File: config.mk
export PLATFORM = sky130hd
export DESIGN_NAME = mul_seq_k
export DESIGN_NICKNAME = d
export VERILOG_FILES = /design/src/rtl/mul_seq_k.sv
export SDC_FILE = /design/constraint.sdc
export NUM_CORES = 1
export LEC_CHECK = 0
export ABC_CLOCK_PERIOD_IN_PS = 2990
export CAP_MARGIN = 20
export CORE_MARGIN = 10
export CORE_UTILIZATION = 50
export DETAILED_ROUTE_END_ITERATION = 12
export MAX_ROUTING_LAYER = met4
export PLACE_DENSITY = 0.72
export SYNTH_ARGS = -nofsm -noshare
export SYNTH_HDL_FRONTEND = slang
export SYNTH_SLANG_ARGS = --single-unit
File: constraint.sdc
create_clock -name clk_i -period 2.99 [get_ports clk_i]
set_input_delay 0.7475 -clock clk_i [delete_from_list [all_inputs] [get_ports clk_i]]
set_output_delay 0.7475 -clock clk_i [all_outputs]
set_load 0.01 [all_outputs]
File: src/rtl/mul_seq_k.sv
// Iterative shift-add W x W unsigned multiplier with valid/ready on both sides.
// Define RADIX4_MUL_K_EN to retire two multiplier bits per step (W must be even).
module mul_seq_k #(
    parameter int W = 12
) (
    input  logic             clk_i,
    input  logic             rst_i,
    input  logic [W-1:0]     a_i,
    input  logic [W-1:0]     b_i,
    input  logic             valid_i,
    output logic             ready_o,
    output logic [2*W-1:0]   product_o,
    output logic             valid_o,
    input  logic             ready_i
);

`ifdef RADIX4_MUL_K_EN
    localparam int STEPS   = W / 2;
    localparam int STEP_SH = 2;
`else
    localparam int STEPS   = W;
    localparam int STEP_SH = 1;
`endif
    localparam int CNT_W = $clog2(STEPS + 1);

    typedef enum logic [1:0] {IDLE, BUSY, DONE} state_t;

    state_t           state;
    state_t           state_nxt;
    logic [2*W-1:0]   mcand;
    logic [W-1:0]     mplier;
    logic [2*W-1:0]   acc;
    logic [2*W-1:0]   acc_nxt;
    logic [CNT_W-1:0] cnt;
    logic             last_step;

`ifdef RADIX4_MUL_K_EN
    // Partial product for one radix-4 digit; 3x built from an add, no multiplier.
    function automatic logic [2*W-1:0] digit_term(input logic [2*W-1:0] m,
                                                   input logic [1:0]     d);
        case (d)
            2'd0:    digit_term = '0;
            2'd1:    digit_term = m;
            2'd2:    digit_term = m << 1;
            default: digit_term = m + (m << 1);
        endcase
    endfunction

    assign acc_nxt = acc + digit_term(mcand, mplier[1:0]);
`else
    assign acc_nxt = acc + (mplier[0] ? mcand : '0);
`endif

    assign last_step = (cnt == CNT_W'(STEPS - 1));

    // ready_o is also held low while reset is asserted.
    assign ready_o = (state == IDLE) && !rst_i;
    assign valid_o = (state == DONE);

    always_ff @(posedge clk_i) begin
        if (rst_i) begin
            state <= IDLE;
        end else begin
            state <= state_nxt;
        end
    end

    always_comb begin
        state_nxt = state;
        case (state)
            IDLE:    if (valid_i)   state_nxt = BUSY;
            BUSY:    if (last_step) state_nxt = DONE;
            DONE:    if (ready_i)   state_nxt = IDLE;
            default:                state_nxt = IDLE;
        endcase
    end

    // Datapath: latch on accept, one shift-add step per edge while BUSY.
    always_ff @(posedge clk_i) begin
        if (rst_i) begin
            mcand     <= '0;
            mplier    <= '0;
            acc       <= '0;
            cnt       <= '0;
            product_o <= '0;
        end else begin
            case (state)
                IDLE: begin
                    if (valid_i) begin
                        mcand  <= {{W{1'b0}}, a_i};
                        mplier <= b_i;
                        acc    <= '0;
                        cnt    <= '0;
                    end
                end
                BUSY: begin
                    acc    <= acc_nxt;
                    mcand  <= mcand << STEP_SH;
                    mplier <= mplier >> STEP_SH;
                    cnt    <= cnt + 1'b1;
                    if (last_step) begin
                        product_o <= acc_nxt;
                    end
                end
                default: begin
                end
            endcase
        end
    end

endmodule

==> metrics.txt, run 1 <==
status complete, no violations; Critical R2R Launch mplier[0]; Row Count 36; Initial Util 50.8%; synth unique cells 65; Synth Register Bits 90; PD cells 403 nW/um2; Seq/Total Area, Yosys 36.8%; CTS Hold Bufs 0; simple logic cell fraction of the synthesized area 20.7%; relative slew slack 47.4%; P_leak 2.29 nW; fin crit share 93.5%; WS Path Type reg2reg; clock skew 0.0113 ns; Tmin final 2.80 ns; crit path max fanout 22; worst-margin pin slew 0.789 ns; Fillers 908; largest net degree at the start of global routing 32; DP Cell Count 736; Core Util, Final 59.3%; commonest cells after routing, fill and taps aside dfxtp_1, nor2_1, a21oi_1, clkdlybuf4s50_1, nand2_1; cell area after layout 5710 um2; die footprint 14200 um2; Buffers on Ports 53; IO Pins 54; Max VDD drop 207 uV; main combinational cell family by area after synthesis compound AO/OA/AOI/OAI gates; CTS max path bufs 2; Setup Viol. Count Final 0; Seq. cell area 1800 um2; worst min path class reg2reg; post-route antenna net violation count 0; Worst setup startpoint mplier[0]; final hold slack 0.456 ns; hpwl dp 8880 um; number of vias per cell 5.63; area of the multi-input gates 2890 um2; synthesized area per cell 8.52 um2; Setup Buffers After CTS 0; GRT Total Usage 17.5%; clk_lat worst skew 0.38 ns; Core Box Area 9640 um2; DR DRC count 0; worst endpoint data arrival time 3.07 ns; Mapped Area 4900 um2; Layout Cells excl Fill 752; first-pass GRT wire length 20400 um; layout cells sized above 1 12.1%; Fin. Hold Viols 0; CTS resizes 0; ys async rst share 0%; Final GP Congestion 0.890; CTS tree yes; Diodes inserted 0; Max Slew Vio Count 0; post-synthesis compound-gate area fraction 27.2%; number of global-route vias before repair 4099; capturing element type of the critical path register; final setup TNS 0 ns; Top FF cell, synth dfxtp_1; grt ovf 0; worst hold start product_o[18]; final wirelength 12200 um; RSZ-0062 raised after global routing no; vias after detailed routing 4237; Yosys warnings 0; mux share of post-synthesis cell area 0.204%; Post-synth EDFFs 0; initial antenna violation count 0; CP startpoint kind register; post-placement cell area 5520 um2; syn nets 628; Max Cap Viol 0; number of CTS-inserted buffers 9; synthesized instance count 575; WL/cell 16.2 um; Area Overhead vs Synth 16.5%; DIE HEIGHT 119 um; Crit path required time 3.26 ns; Nets 667; Sink Count 90; chip width 119 um; xor and xnor area share after synthesis 4.11%; Fmax achieved 358 MHz; 1st-iter DRT viols 286; drt pass-1 iters 5; register clock-pin slew on the reported worst setup and hold paths 0.09 ns; post-synthesis adder-cell area fraction 6.54%; H-tree lvl count 3; most common cell after layout, fill and taps aside dfxtp_1; Root Driver clkbuf_8
## cell type report
type                    instances  share of cell area (%)
well taps                     133                    2.91
repair buffers                 70                    11.5
flip-flops and latches         90                    31.5
inverters                       5                   0.329
multi-input cells             438                    50.6
clock inverters                 5                   0.679
clock buffers                  11                    2.48
## metrics by stage
step / setup WS (ns) / power [mW]
3_5_place_dp: 0.231 / 1.54
4_1_cts: 0.171 / 2.31
6_report: 0.195 / 2.30
2_1_floorplan: 0.242 / 1.44
3_3_place_gp: 0.300 / 1.53
5_1_grt: 0.0387 / 2.40
## kinds of logic after synthesis
logic type	count (synthesis)
compound gates	181
xor+xnor	23
fa+ha+maj	25
buf+inv	47
flops	90
mux	1
simple gates	208
## flip-flops by register name, summed over array words and instances, names as in the netlist
signal	count
mcand	24
state	2
cnt	4
acc	24
mplier	12
product_o	24
## synthesized netlist by cell type (7+ instances only)
library cell / number / area, um2
a21o_1: 8 / 60.1
a21oi_1: 64 / 320
a22o_1: 14 / 123
a22oi_1: 22 / 165
and2_1: 26 / 163
clkbuf_1: 33 / 124
dfxtp_1: 90 / 1800
ha_1: 24 / 300
nand2_1: 51 / 191
nand3_1: 11 / 55.1
nor2_1: 64 / 240
nor2b_1: 25 / 156
o21ai_0: 7 / 35.0
o221a_2: 22 / 248
xnor2_1: 15 / 131
xor2_1: 8 / 70.1
## path summary, 6_finish.rpt
path,end,slack (ns),depth (start not counted)
max,acc[23],0.19,10
min,product_o[18],0.46,2
max reg2reg,acc[23],0.19,10
min reg2reg,product_o[18],0.46,2
## layer usage
metal | share of wire, % | GRT usage [%]
met1 | 48 | 23.5
met2 | 45 | 26.3
met3 | 5.7 | 2.50
met4 | 1.5 | 6.26
met5 | 0 | -
## power by group
part	internal [mW]	total (mW)	switching, mW	leakage, nW
Sequential	1.23	1.26	0.0300	0.732
Clock	0.330	0.789	0.460	0.0899
Combinational	0.118	0.249	0.131	1.47
## critical path: stages, from the launching register on
cell and delay [ns]:
dfxtp_1 0.34, buf_4 0.20, and2_1 0.17, ha_1 0.44
nand2_1 0.17, o21ai_0 0.42, nand3_1 0.15, a32o_1 0.31
a21boi_0 0.15, xnor2_1 0.15, a22o_1 0.18
Power figures use the tool's default switching activity.
==> inputs of run 2 (changes only) <==
Settings changed: CORE_MARGIN 10 to 3, SLEW_MARGIN set to 10.
==> run 2 against run 1 <==
Compared with the run above:
- die area decreased by 22%
- register-to-register slack hardly changed
- total power barely moved
==> metrics.txt, run 2 (synthesized netlist as in run 1, its figures left out) <==
relative slew slack 63.5% (+16 points); number of CTS-inserted buffers 9 (unchanged); post-route antenna net violation count 0 (unchanged); capturing element type of the critical path register; WL/cell 15.3 um (-5.7%); RSZ-0062 raised after global routing no; Max Cap Viol 0 (unchanged); commonest cells after routing, fill and taps aside dfxtp_1, nor2_1, a21oi_1, clkdlybuf4s50_1, nand2_1; Fin. Hold Viols 0 (unchanged); Max VDD drop 222 uV (+7.4%); register clock-pin slew on the reported worst setup and hold paths 0.10 ns (about the same); initial antenna violation count 0 (unchanged); pre-CTS setup slack 0.212 ns (-0.0191 ns); DIE HEIGHT 105 um (-12%); worst-margin pin slew 0.548 ns (-0.241 ns); Sink Count 90 (unchanged); Core Box Area 9370 um2 (-2.8%); fin crit share 93.1% (-0.38 points); chip width 105 um (-12%); first-pass GRT wire length 19200 um (-6.1%); CTS max path bufs 2 (unchanged); Setup Buffers After CTS 0 (unchanged); Tmin final 2.78 ns (-0.0115 ns); layout cells sized above 1 11.4% (-0.73 points); Fmax achieved 359 MHz (+0.41%); hpwl dp 8340 um (-6.1%); CTS tree yes; final hold slack 0.455 ns (-0.0000960 ns); clk_lat worst skew 0.36 ns (-0.02 ns); post-placement cell area 5470 um2 (-0.97%); final setup margin 0.206 ns (+0.0115 ns); CP startpoint kind register; 1st-iter DRT viols 215 (-25%); WHS Path Cells 2 (unchanged); worst min path class reg2reg; status complete, no violations; vias after detailed routing 4269 (+0.76%); CTS resizes 0 (unchanged); Area Overhead vs Synth 15.8%; Setup Viol. Count Final 0 (unchanged); WS Path Type reg2reg; drt pass-1 iters 4 (-1); R2R depth 10 (unchanged); Final GP Congestion 0.886 (-0.53%); IO Pins 54 (unchanged); Crit path required time 3.25 ns (about the same); Largest regs acc (24), mcand (24), product_o (24); Root Driver clkbuf_8; DR DRC count 0 (unchanged); Core Util, Final 60.5% (+1.3 points); clock skew 0.0112 ns (-0.0000714 ns); number of global-route vias before repair 4050 (-1.2%); worst endpoint data arrival time 3.04 ns (-0.03 ns); cell area after layout 5670 um2 (-0.66%); grt ovf 0 (unchanged); PD cells 405 nW/um2 (+0.57%); Diodes inserted 0 (unchanged); Layout Cells excl Fill 744 (-1.1%); H-tree lvl count 3 (unchanged); GRT Total Usage 21.5% (+4.0 points); Row Count 35 (-2.8%); final wirelength 11400 um (-6.7%); most common cell after layout, fill and taps aside dfxtp_1; P_leak 2.27 nW (-0.94%); CTS Hold Bufs 0 (unchanged); final setup TNS 0 ns (unchanged); Nets 663 (-0.60%); largest net degree at the start of global routing 37 (+16%); Buffers on Ports 53 (unchanged); die footprint 11000 um2 (-22%); Tot Pwr 2.30 mW (about the same); number of vias per cell 5.74 (+1.8%); crit path max fanout 18 (-18%); DP Cell Count 726 (-1.4%); Initial Util 52.3% (+1.5 points); Max Slew Vio Count 0 (unchanged)
-- run 2: cell types whose count changed in the layout (fill, tap and decap cells not counted) --
cell and change:
buf_6 -1, clkbuf_1 -1, a21oi_2 -2, clkinv_4 -1, clkinvlp_4 +1, a21oi_1 +2
buf_4 -3, clkbuf_8 +1
-- run 2: metal layers --
layer  part of all wire, %  global-route usage, %  vias up
li1                      -                      -     2151
met1                    48                   29.6     1985
met2                    45                   32.9      122
met3                   6.1                   3.46       11
met4                   1.0                   6.09        0
met5                     0                      -        -
-- run 2: layout make-up --
cell class	instances	area (um2)
clock buffers	11	151
well taps	129	161
inverters	5	18.8
multi-input cells	438	2880
flip-flops and latches	90	1800
fillers	854	3700
repair buffers	66	623
clock inverters	5	37.5
-- run 2: report_power, final --
| group | switching, mW | internal (mW) |
|---|---|---|
| clock | 0.442 | 0.351 |
| sequential | 0.0299 | 1.23 |
| combinational | 0.127 | 0.116 |
| total | 0.600 | 1.70 |
-- run 2: worst paths after layout --
path / startpoint / to / slack [ns]
max: mplier[0] / product_o[19] / 0.21
min: product_o[11] / product_o[11] / 0.46
max reg2reg: mplier[0] / product_o[19] / 0.21
min reg2reg: product_o[11] / product_o[11] / 0.46
-- run 2: worst max-delay path, stage by stage (launching register included) --
cell and delay (ns):
dfxtp_1 0.41, buf_4 0.24, and2_1 0.15, ha_1 0.29, a21oi_1 0.29, o21bai_1 0.12
a221oi_1 0.34, o21ai_2 0.16, a21oi_1 0.29, nor4_1 0.08, a311o_1 0.32
==> inputs of run 3 (changes only) <==
Settings changed: DONT_BUFFER_PORTS set to 1, PLACE_DENSITY 0.72 to 0.65.
==> run 3 against run 2 <==
Compared with the run above:
- worst setup slack got worse by 0.071 ns
- die area did not move
- largest power group unchanged
- maximum frequency fell by 2.5%
- core utilization fell by 5.1 points
- critical endpoint is now acc[22]
- register-to-register slack got worse by 0.07 ns
- cell area fell by 8.4%
- count of clock-buffer cells in the layout fell by 1
- total power rose by 2.2%
- first-iteration DRC count rose by 8.4%
- worst hold slack got worse by 0.030 ns
- highest routed layer unchanged
==> metrics.txt, run 3 (synthesized netlist as in run 1, its figures left out) <==
status complete, no violations; layout cells sized above 1 12.6% (+1.2 points); Max VDD drop 199 uV (-10%); vias after detailed routing 4035 (-5.5%); Core Box Area 9370 um2 (unchanged); pre-CTS setup slack 0.214 ns (+0.00213 ns); Max Cap Viol 0 (unchanged); Initial Util 52.3% (unchanged); Nets 611 (-7.8%); clock skew 0.0185 ns (+0.00733 ns); Worst setup startpoint mcand[0]; fin crit share 95.5% (+2.4 points); critical path endpoint acc[22]; largest net degree at the start of global routing 58 (+57%); number of vias per cell 5.83 (+1.6%); CP startpoint kind register; worst min path class in2reg; final wirelength 11500 um (+0.68%); CTS tree yes; grt ovf 0 (unchanged); worst-margin pin slew 0.589 ns (+0.0412 ns); uppermost layer routed met4; reg2reg end acc[22]; drt pass-1 iters 5 (+1); DR DRC count 0 (unchanged); hpwl dp 7990 um (-4.2%); die footprint 11000 um2 (unchanged); WL met3 497 um (-29%); Tmin final 2.85 ns (+0.0712 ns); R2R depth 10 (unchanged); number of global-route vias before repair 3959 (-2.2%); Crit path required time 3.27 ns (+0.02 ns); PD cells 452 nW/um2 (+12%); Core Util, Final 55.4% (-5.1 points); most common cell after layout, fill and taps aside dfxtp_1; crit path max fanout 4 (-14); Buffers on Ports 0 (-100%); Row Count 35 (unchanged); initial antenna violation count 0 (unchanged); Tot Pwr 2.35 mW (+2.2%); GRT Total Usage 22.2% (+0.61 points); number of CTS-inserted buffers 9 (unchanged); clk_lat worst skew 0.38 ns (+0.02 ns); Diodes inserted 0 (unchanged); Max Slew Vio Count 0 (unchanged); Final GP Congestion 0.847 (-4.3%); Fmax achieved 350 MHz (-2.5%); R2R setup slack 0.14 ns (-0.07 ns); first-pass GRT wire length 19600 um (+2.2%); M1 WL 5570 um (+2.5%); P_leak 2.09 nW (-7.9%); routed wl met2 5250 um (+2.2%); Sink Count 90 (unchanged); RSZ-0062 raised after global routing yes; capturing element type of the critical path register; register clock-pin slew on the reported worst setup and hold paths 0.11 ns (about the same); post-route antenna net violation count 0 (unchanged); IO Pins 54 (unchanged); Critical R2R Launch mcand[0]; commonest cells after routing, fill and taps aside dfxtp_1, nor2_1, a21oi_1, nand2_1, and2_1; DIE HEIGHT 105 um (unchanged); WL/cell 16.6 um (+8.2%); 1st-iter DRT viols 233 (+8.4%); Fin. Hold Viols 0 (unchanged); CTS max path bufs 2 (unchanged); Area Overhead vs Synth 6.00%; final setup margin 0.135 ns (-0.0712 ns); worst endpoint data arrival time 3.13 ns (+0.09 ns); H-tree lvl count 3 (unchanged); Largest regs acc (24), mcand (24), product_o (24); Root Driver clkbuf_8; chip width 105 um (unchanged); relative slew slack 60.7% (-2.8 points); WS Path Type reg2reg; Setup Viol. Count Final 0 (unchanged)
==> run 3: stage by stage <==
| step | instance area, um2 | cells | hold slack [ns] | TNS (ns) |
|---|---|---|---|---|
| after floorplan | 4900 | 575 | 0.432 | 0 |
| after global placement | 4950 | 674 | 0.442 | 0 |
| after detailed placement | 4950 | 674 | 0.454 | 0 |
| after CTS | 5160 | 690 | 0.425 | 0 |
| after global routing | 5190 | 692 | 0.418 | -0.0292 |
| final | 5190 | 692 | 0.425 | 0 |
==> run 3: worst max-delay path: stages, from the launching register on <==
cell	delay (ns)
dfxtp_1	0.34
and2_1	0.16
ha_1	0.20
fa_1	0.45
a211oi_2	0.30
o31ai_4	0.13
a31oi_2	0.25
o21ai_1	0.18
a311oi_2	0.40
xnor2_1	0.13
a22o_1	0.23
==> run 3: worst min path at each step <==
stage                       start       endpoint  slack [ns]  cells past startpoint
after floorplan           acc[12]        acc[12]        0.43                      2
after detailed placement  acc[12]        acc[12]        0.45                      2
after global placement    acc[12]        acc[12]        0.44                      2
after CTS                   rst_i  product_o[18]        0.43                      1
after global routing        rst_i   product_o[9]        0.42                      1
final                       rst_i  product_o[23]        0.43                      1
==> run 3: layout make-up <==
cell class / count / area [um2]
Clock buffer: 10 / 138
Clock inverter: 6 / 71.3
Fill cell: 905 / 4180
Inverter: 5 / 18.8
Multi-Input combinational cell: 438 / 2900
Sequential cell: 90 / 1800
Tap cell: 129 / 161
Timing Repair Buffer: 14 / 109
==> run 3: power breakdown <==
part,switching [mW],total [mW],internal (mW)
combinational,0.108,0.192,0.0843
sequential,0.0282,1.26,1.23
clock,0.480,0.896,0.417
total,0.616,2.35,1.73
==> run 3: repair_timing <==
action                                  in CTS  in global routing
hold buffers                                 0                  0
resized for setup                            0                  2
setup buffers                                0                  1
endpoints found under the setup margin       0                  1
==> run 3: metal layers <==
layer | up-vias | GRT usage [%]
li1 | 2040 | -
met1 | 1880 | 31.0
met2 | 99 | 33.0
met3 | 16 | 3.21
met4 | 0 | 7.03
met5 | - | -
